===== src/rtl/axil_reg_master_if.sv =====
// AXI4-Lite bus bundle between the register master and a slave.
// Master drives address/data/valid, slave drives ready/response.
interface axil_reg_master_if #(
  parameter int ADDR_W = 32,
  parameter int DATA_W = 32
);
  logic [ADDR_W-1:0]   awaddr;
  logic                awvalid;
  logic                awready;
  logic [DATA_W-1:0]   wdata;
  logic [DATA_W/8-1:0] wstrb;
  logic                wvalid;
  logic                wready;
  logic [1:0]          bresp;
  logic                bvalid;
  logic                bready;
  logic [ADDR_W-1:0]   araddr;
  logic                arvalid;
  logic                arready;
  logic [DATA_W-1:0]   rdata;
  logic [1:0]          rresp;
  logic                rvalid;
  logic                rready;

  modport master (
    output awaddr, awvalid, wdata, wstrb, wvalid,
    output bready, araddr, arvalid, rready,
    input  awready, wready, bresp, bvalid,
    input  arready, rdata, rresp, rvalid
  );

  modport slave (
    input  awaddr, awvalid, wdata, wstrb, wvalid,
    input  bready, araddr, arvalid, rready,
    output awready, wready, bresp, bvalid,
    output arready, rdata, rresp, rvalid
  );
endinterface


===== src/rtl/axil_reg_master.sv =====
// AXI4-Lite initiator: one single-word write or read per command,
// answered with a one-cycle response pulse; bus waits are time-limited.
module axil_reg_master #(
  parameter int ADDR_W  = 32,
  parameter int DATA_W  = 32,
  parameter int TIMEOUT = 1024
) (
  input  logic              clk,
  input  logic              rst,
  input  logic              cmd_valid,
  output logic              cmd_ready,
  input  logic              cmd_write,
  input  logic [ADDR_W-1:0] cmd_addr,
  input  logic [DATA_W-1:0] cmd_wdata,
  output logic              rsp_valid,
  output logic [DATA_W-1:0] rsp_rdata,
  output logic              rsp_err,
  output logic              busy,
  axil_reg_master_if.master m_axi
);

  typedef enum logic [2:0] {
    IDLE, WR, WRESP, RADDR, RDATA, RESP
  } state_t;

  localparam logic [31:0] TLIM = 32'(TIMEOUT - 1);

  state_t            state;
  logic [ADDR_W-1:0] addr_q;
  logic [DATA_W-1:0] wdata_q;
  logic              awvalid_q;
  logic              wvalid_q;
  logic              bready_q;
  logic              arvalid_q;
  logic              rready_q;
  logic              aw_done;
  logic              w_done;
  logic [31:0]       cnt;

  logic aw_fin;
  logic w_fin;
  logic advance;
  logic in_bus;
  logic tmo;
  logic unused_resp;

  assign m_axi.awaddr  = addr_q;
  assign m_axi.araddr  = addr_q;
  assign m_axi.wdata   = wdata_q;
  assign m_axi.wstrb   = '1;
  assign m_axi.awvalid = awvalid_q;
  assign m_axi.wvalid  = wvalid_q;
  assign m_axi.bready  = bready_q;
  assign m_axi.arvalid = arvalid_q;
  assign m_axi.rready  = rready_q;

  assign cmd_ready   = (state == IDLE);
  assign busy        = ~cmd_ready;
  assign unused_resp = ^{m_axi.bresp[0], m_axi.rresp[0]};

  assign aw_fin = aw_done | (awvalid_q & m_axi.awready);
  assign w_fin  = w_done  | (wvalid_q  & m_axi.wready);

  always_comb begin
    advance = 1'b0;
    in_bus  = 1'b0;
    unique case (state)
      WR: begin
        in_bus  = 1'b1;
        advance = aw_fin & w_fin;
      end
      WRESP: begin
        in_bus  = 1'b1;
        advance = bready_q & m_axi.bvalid;
      end
      RADDR: begin
        in_bus  = 1'b1;
        advance = arvalid_q & m_axi.arready;
      end
      RDATA: begin
        in_bus  = 1'b1;
        advance = rready_q & m_axi.rvalid;
      end
      default: ;
    endcase
  end

  // A completing handshake always wins over an expiring counter
  assign tmo = (TIMEOUT != 0) && (cnt == TLIM) && in_bus && !advance;

  always_ff @(posedge clk or posedge rst) begin
    if (rst) begin
      state     <= IDLE;
      addr_q    <= '0;
      wdata_q   <= '0;
      awvalid_q <= 1'b0;
      wvalid_q  <= 1'b0;
      bready_q  <= 1'b0;
      arvalid_q <= 1'b0;
      rready_q  <= 1'b0;
      aw_done   <= 1'b0;
      w_done    <= 1'b0;
      cnt       <= '0;
      rsp_valid <= 1'b0;
      rsp_rdata <= '0;
      rsp_err   <= 1'b0;
    end else begin
      rsp_valid <= 1'b0;
      cnt       <= cnt + 32'd1;
      unique case (state)
        IDLE: begin
          cnt <= '0;
          if (cmd_valid) begin
            addr_q  <= cmd_addr;
            wdata_q <= cmd_wdata;
            if (cmd_write) begin
              state     <= WR;
              awvalid_q <= 1'b1;
              wvalid_q  <= 1'b1;
              aw_done   <= 1'b0;
              w_done    <= 1'b0;
            end else begin
              state     <= RADDR;
              arvalid_q <= 1'b1;
            end
          end
        end
        WR: begin
          if (awvalid_q && m_axi.awready) awvalid_q <= 1'b0;
          if (wvalid_q && m_axi.wready) wvalid_q <= 1'b0;
          aw_done <= aw_fin;
          w_done  <= w_fin;
          if (aw_fin && w_fin) begin
            state    <= WRESP;
            bready_q <= 1'b1;
            cnt      <= '0;
          end
        end
        WRESP: begin
          if (bready_q && m_axi.bvalid) begin
            state     <= RESP;
            bready_q  <= 1'b0;
            rsp_valid <= 1'b1;
            rsp_rdata <= '0;
            rsp_err   <= m_axi.bresp[1];
            cnt       <= '0;
          end
        end
        RADDR: begin
          if (arvalid_q && m_axi.arready) begin
            state     <= RDATA;
            arvalid_q <= 1'b0;
            rready_q  <= 1'b1;
            cnt       <= '0;
          end
        end
        RDATA: begin
          if (rready_q && m_axi.rvalid) begin
            state     <= RESP;
            rready_q  <= 1'b0;
            rsp_valid <= 1'b1;
            rsp_rdata <= m_axi.rdata;
            rsp_err   <= m_axi.rresp[1];
            cnt       <= '0;
          end
        end
        RESP: begin
          state <= IDLE;
          cnt   <= '0;
        end
        default: state <= IDLE;
      endcase
      if (tmo) begin
        state     <= RESP;
        awvalid_q <= 1'b0;
        wvalid_q  <= 1'b0;
        bready_q  <= 1'b0;
        arvalid_q <= 1'b0;
        rready_q  <= 1'b0;
        rsp_valid <= 1'b1;
        rsp_rdata <= '0;
        rsp_err   <= 1'b1;
        cnt       <= '0;
      end
    end
  end

endmodule


===== src/flat_wrapper.sv =====
// flat-port wrapper written by rule: the top's interface ports become plain ports
module axil_reg_master_flat 
#(
  parameter int ADDR_W  = 32,
  parameter int DATA_W  = 32,
  parameter int TIMEOUT = 1024
)
  (clk, rst, cmd_valid, cmd_ready, cmd_write, cmd_addr, cmd_wdata, rsp_valid, rsp_rdata, rsp_err, busy, m_axi_awaddr, m_axi_awvalid, m_axi_wdata, m_axi_wstrb, m_axi_wvalid, m_axi_bready, m_axi_araddr, m_axi_arvalid, m_axi_rready, m_axi_awready, m_axi_wready, m_axi_bresp, m_axi_bvalid, m_axi_arready, m_axi_rdata, m_axi_rresp, m_axi_rvalid);
  axil_reg_master_if #(.ADDR_W(ADDR_W), .DATA_W(DATA_W)) m_axi_i ();
  input  logic clk;
  input  logic rst;
  input  logic cmd_valid;
  output logic cmd_ready;
  input  logic cmd_write;
  input  logic [ADDR_W-1:0] cmd_addr;
  input  logic [DATA_W-1:0] cmd_wdata;
  output logic rsp_valid;
  output logic [DATA_W-1:0] rsp_rdata;
  output logic rsp_err;
  output logic busy;
  output wire logic [$bits(m_axi_i.awaddr)-1:0] m_axi_awaddr;
  output wire logic [$bits(m_axi_i.awvalid)-1:0] m_axi_awvalid;
  output wire logic [$bits(m_axi_i.wdata)-1:0] m_axi_wdata;
  output wire logic [$bits(m_axi_i.wstrb)-1:0] m_axi_wstrb;
  output wire logic [$bits(m_axi_i.wvalid)-1:0] m_axi_wvalid;
  output wire logic [$bits(m_axi_i.bready)-1:0] m_axi_bready;
  output wire logic [$bits(m_axi_i.araddr)-1:0] m_axi_araddr;
  output wire logic [$bits(m_axi_i.arvalid)-1:0] m_axi_arvalid;
  output wire logic [$bits(m_axi_i.rready)-1:0] m_axi_rready;
  input wire logic [$bits(m_axi_i.awready)-1:0] m_axi_awready;
  input wire logic [$bits(m_axi_i.wready)-1:0] m_axi_wready;
  input wire logic [$bits(m_axi_i.bresp)-1:0] m_axi_bresp;
  input wire logic [$bits(m_axi_i.bvalid)-1:0] m_axi_bvalid;
  input wire logic [$bits(m_axi_i.arready)-1:0] m_axi_arready;
  input wire logic [$bits(m_axi_i.rdata)-1:0] m_axi_rdata;
  input wire logic [$bits(m_axi_i.rresp)-1:0] m_axi_rresp;
  input wire logic [$bits(m_axi_i.rvalid)-1:0] m_axi_rvalid;
  assign m_axi_awaddr = m_axi_i.awaddr;
  assign m_axi_awvalid = m_axi_i.awvalid;
  assign m_axi_wdata = m_axi_i.wdata;
  assign m_axi_wstrb = m_axi_i.wstrb;
  assign m_axi_wvalid = m_axi_i.wvalid;
  assign m_axi_bready = m_axi_i.bready;
  assign m_axi_araddr = m_axi_i.araddr;
  assign m_axi_arvalid = m_axi_i.arvalid;
  assign m_axi_rready = m_axi_i.rready;
  assign m_axi_i.awready = m_axi_awready;
  assign m_axi_i.wready = m_axi_wready;
  assign m_axi_i.bresp = m_axi_bresp;
  assign m_axi_i.bvalid = m_axi_bvalid;
  assign m_axi_i.arready = m_axi_arready;
  assign m_axi_i.rdata = m_axi_rdata;
  assign m_axi_i.rresp = m_axi_rresp;
  assign m_axi_i.rvalid = m_axi_rvalid;
  axil_reg_master #(.ADDR_W(ADDR_W), .DATA_W(DATA_W), .TIMEOUT(TIMEOUT)) u_core (.clk(clk), .rst(rst), .cmd_valid(cmd_valid), .cmd_ready(cmd_ready), .cmd_write(cmd_write), .cmd_addr(cmd_addr), .cmd_wdata(cmd_wdata), .rsp_valid(rsp_valid), .rsp_rdata(rsp_rdata), .rsp_err(rsp_err), .busy(busy), .m_axi(m_axi_i));
endmodule

===== config.mk =====
export PLATFORM = sky130hd
export DESIGN_NAME = axil_reg_master_flat
export DESIGN_NICKNAME = d
export VERILOG_FILES = /design/src/rtl/axil_reg_master_if.sv /design/src/rtl/axil_reg_master.sv /design/src/flat_wrapper.sv
export SDC_FILE = /design/constraint.sdc
export NUM_CORES = 1
export LEC_CHECK = 0
export ABC_AREA = 1
export CAP_MARGIN = 20
export CELL_PAD_IN_SITES_DETAIL_PLACEMENT = 2
export CELL_PAD_IN_SITES_GLOBAL_PLACEMENT = 2
export CORE_MARGIN = 1.5
export CORE_UTILIZATION = 26
export DETAILED_ROUTE_END_ITERATION = 8
export MAX_ROUTING_LAYER = met4
export PLACE_DENSITY = 0.88
export SLEW_MARGIN = 20
export SYNTH_ARGS = -nofsm -noshare
export SYNTH_HDL_FRONTEND = slang
export SYNTH_SLANG_ARGS = --single-unit

===== constraint.sdc =====
create_clock -name clk -period 9 [get_ports clk]
set_input_delay 1.8 -clock clk [delete_from_list [all_inputs] [get_ports clk]]
set_output_delay 1.8 -clock clk [all_outputs]
set_load 0.03 [all_outputs]

# Word-level counts from Yosys, hierarchy flattened
# Cells that the tools add are included.
# word_totals
reg_bits	140
input_bits	109
output_inout_bits	141
elab_cells	121
# op_classes
addsub	1
n_eq_ne	17
mux	53
bitwise_logic	9
n_reduce_logical	27
# op_table
op	n
2-to-1 mux 32 bit	8
one-hot mux 32 bit (5 select lines)	1
one-hot mux 32 bit (2 select lines)	1
adder 32 x 1 -> 32 bit (second input constant)	1
equality test 32 x 10 -> 1 bit (second input constant)	1
2-to-1 mux 1 bit	25
2-to-1 mux 3 bit	6
!= test 3 x 1 -> 1 bit (second input constant)	6
one-hot mux 1 bit (2 select lines)	9
one-hot mux 3 bit (5 select lines)	1
nonzero test 3 bit	5
AND reduction 3 bit	4
AND reduction 4 bit	3
!= test 3 bit (second input constant)	3
logical AND 1 bit	8
AND 1 bit	6
equality test 3 x 2 -> 1 bit (second input constant)	2
equality test 3 bit (second input constant)	2
AND reduction 5 bit	1
!= test 2 bit (second input constant)	2
one-hot mux 1 bit (4 select lines)	1
OR reduction 4 bit	1
equality test 3 x 1 -> 1 bit (second input constant)	1
zero test 3 bit	1
7 further kinds	8

# Depth between registers and ports, before layout
# depth
ltp_word	8
mapped_depth	11
ltp_nobuf	10

# Worst setup path before layout
# OpenSTA, ideal clock, no wires.
# synth_path
path_type	register -> output
startpoint	register u_core.state[1]
endpoint	output busy
arrival_time_ps	1072
t_required_ps	7200
setup_slack_ps	6128
stages_incl_launch_ff	5
path_buffers	0
cell_sequence	dfrtp_1 > nor2_1 > inv_2 > nor2_4 > inv_1
# synth_between
elab_chain_len	2
# synth_lines
element	line_no	source
start, declared	axil_reg_master.sv:28	state_t state;
start signal, assigned	axil_reg_master.sv:93	state <= IDLE;
start signal, assigned	axil_reg_master.sv:117	state <= WR;
start signal, assigned	axil_reg_master.sv:123	state <= RADDR;
zero test 3 bit	axil_reg_master.sv:57	assign cmd_ready = (state == IDLE);
named net cmd_ready	flat_wrapper.sv:13	output logic cmd_ready;
inverter 1 bit	axil_reg_master.sv:58	assign busy = ~cmd_ready;
end, declared	flat_wrapper.sv:20	output logic busy;
# The timed path passes the listed nets, and every way through them passes these cells.

# Final worst setup path
# layout_path
startpoint	register u_core.state[1]
endpoint	output cmd_ready
# layout_between
elab_chain_len	1
# layout_lines
element	line_no
zero test 3 bit	axil_reg_master.sv:57
end, declared	flat_wrapper.sv:13
# No other way between the ends.

==> metrics.log <==
INFO  metric number_of_global_route_vias_before_repair = 6949
INFO  metric reg2regPathDepth = 8
INFO  metric layout.cells.most_common = nand2_1
INFO  metric routed_wire_length_per_instance = 17.5 µm
INFO  metric synth.yosys.warnings = 0
INFO  metric drt-initial-drc-count = 241
INFO  metric cts_tree = yes
INFO  metric yosysSeqAreaShare = 52.8%
INFO  metric critical_path.max_fanout = 5
INFO  metric detailroute.via_count = 6180
INFO  metric leakage = 0.00449 µW
INFO  metric p_total = about 3400 µW
INFO  metric netlist_area = 6640 µm²
INFO  metric worst_pin_slew = 1020 ps
INFO  metric fin_tns_setup = 0 ps
INFO  metric multi_input_logic_area = 2540 µm²
INFO  metric chipWidth = roughly 160 µm
INFO  metric firstDrtPassIters = 4
INFO  metric die_h = ~160 µm
INFO  metric synthDistinctLibCells = 34
INFO  metric met1_usage = a little under a quarter
INFO  metric largest_clock_skew_in_the_final_design = 12.3 ps
INFO  metric place_hpwl = ~17000 µm
INFO  metric grt_use_met3 = under 10%
INFO  metric powerDensity = 355 nW/µm²
INFO  metric finalCoreUtilization = between 30% and 40%
INFO  metric r2r_slack = 6510 ps
INFO  metric grt_first_pass_wirelength = between 30000 and 40000 µm
INFO  metric ys_seq_elements = 140
INFO  metric clock_insertion_delay_worst_skew = about 430 ps
INFO  metric max_cap_viol_count = 0
INFO  metric postCtsSetupRepairBufs = 0
INFO  metric initial_core_util = between 20% and 30%
INFO  metric total_clock_buffers_created_by_cts = 17
INFO  metric clock_sinks = 140
INFO  metric critical_path_end_type = output pin
INFO  metric core_region_area = 25100 µm²
INFO  metric worst_slew_margin_rel = 31.4%
INFO  metric cts.reportedPaths.clkPinSlew = 70 ps
INFO  metric slew_violations = 0
INFO  metric seq_area = 3500 µm²
INFO  metric timing.final.crit_share = 43.5%
INFO  metric worst_ep_arrival_time = roughly 2100 ps
INFO  metric detail_route.wirelength = 24100 µm
INFO  metric status = completed
INFO  metric grt_start_max_net_pins = 77
INFO  metric use_met2 = 32.1%
INFO  metric io_pins = 250
INFO  metric classification_of_the_worst_setup_path = flip-flop to output pin
INFO  metric cts_htree_levels = 4
INFO  metric crit_slowest_cell = clkdlybuf4s50_1
INFO  metric final-hold-violation-count = 0
INFO  metric min_delay_path_depth = 2
INFO  metric avgViaCountPerCell = ~4.5
INFO  metric most-common-layout-cells = nand2_1 (368), clkdlybuf4s50_1 (243), dfrtp_1 (140)
INFO  metric drive_above_1_share = under 10%
INFO  metric grt_resource_usage_total = 19.2%
INFO  metric cts-root-to-sink-buffers = 2
INFO  metric cts_hold_buffers = 0
INFO  metric area_grow_syn2layout = 45.4%
INFO  metric design.final.nets = around 1100
INFO  metric fillerInstances = roughly 2800
INFO  metric root_buffer = clkbuf_16
INFO  metric final_weighted_congestion_of_routability_driven_global_placement = 0.810
INFO  metric rsz0062_at_grt = no
INFO  metric drc = 0
INFO  metric vdd.ir_drop.worst = 139 µV
INFO  metric antenna_violations_before_repair = 1
INFO  metric postRouteAntennaNets = 0
INFO  metric critical_path.startpoint_type = flip-flop
INFO  metric io_buffers = ~240
INFO  metric cp_slowest_stage_delay = 710 ps
INFO  metric netlist_instances = 825
INFO  metric design.die.area = 26500 µm²
INFO  metric overflow = 0
INFO  metric cts_repair_resize_count = 0
INFO  metric achievable-frequency = roughly 260 MHz
INFO  metric timing.hold.worst.class = flip-flop to flip-flop
INFO  metric period_minus_slack = 3910 ps
INFO  metric row_count = 58
INFO  metric busiest_layer = met2
INFO  metric syn_area_per_cell = 8.05 µm²
INFO  metric required = roughly 7200 ps
INFO  metric cp_cell_sequence = nor2_1, inv_2, nor2_4, clkdlybuf4s50_1
INFO  metric setup_viol = 0
## worst max-delay path, delay by kind of cell (launching register included)
kind,cells,cell delay (ps)
buf+inv,2,810
flops,1,450
simple gates,2,410
## metal layers
| layer | vias up | routed length (µm) |
|---|---|---|
| met5 | - | 0 |
| met4 | 0 | 476 |
| met3 | 33 | 1070 |
| met2 | 166 | 12200 |
| met1 | 3084 | 10300 |
| li1 | 2897 | - |
## final timing paths
kind                                       startpoint                       to
worst max-delay path                  u_core.state[1]                cmd_ready
worst min-delay path            u_core.m_axi.wdata[5]    u_core.m_axi.wdata[5]
worst max register to register          u_core.cnt[0]           u_core.cnt[19]
worst min register to register  u_core.m_axi.wdata[5]    u_core.m_axi.wdata[5]
max in group asynchronous                         rst            u_core.cnt[6]
min in group asynchronous                         rst  u_core.m_axi.araddr[20]
## registers in the layout, indices dropped and copies added, names as in the netlist, 3 cells and up
signal / cells
u_core.m_axi.wdata: 32
u_core.rsp_rdata: 32
u_core.state: 3
u_core.cnt: 32
u_core.m_axi.araddr: 32
## area by class of cell
class / instances / share of cell area (%)
Tap cell: 330 / 4.28
Antenna cell: 1 / 0.0259
Clock inverter: 14 / 1.27
Inverter: 41 / 1.65
Timing Repair Buffer: 247 / 25.6
Sequential cell: 140 / 36.3
Clock buffer: 18 / 4.55
Multi-Input combinational cell: 584 / 26.3
## cell families after synthesis
kind of cell    count (synthesis)  synth area share, %
other cells                     1               0.0565
flops                         140                 52.8
fa+ha+maj                       1                0.188
buf+inv                       104                 9.20
compound gates                 12                 1.11
simple gates                  544                 33.6
xor+xnor                       23                 3.03
## cells in the mapped netlist, drive strengths merged
cell      n  share of area [%]
nand3    49                4.0
nand2   378                 22
and2      1              0.094
nor2     99                6.2
ha        1               0.19
conb      1              0.056
xor2     12                1.6
o21ai     5               0.38
nor3      9               0.75
nand4     4               0.38
a21boi    1               0.11
a21o      2               0.23
inv      41                2.3
clkbuf    4               0.23
nor3b     1               0.11
a21oi     3               0.28
dfrtp   140                 53
nand3b    1               0.11
or2       2               0.19
buf      59                6.7
o211ai    1               0.11
xnor2    11                1.5
## power breakdown
group | internal (µW) | switching (µW)
clock | 371 | 320
sequential | 846 | 161
combinational | 645 | 1080
## stage by stage
step | cells | hold slack (ps) | cell area [µm²] | worst slack, ps
6_report | 1375 | 480 | 9650 | 5090
5_1_grt | 1375 | 515 | 9650 | 5030
2_1_floorplan | 828 | 450 | 6650 | 3450
4_1_cts | 1373 | 488 | 9630 | 5060
3_5_place_dp | 1341 | 467 | 9070 | 5060
3_3_place_gp | 1341 | 462 | 9070 | 5050
Power figures use the tool's default switching activity.
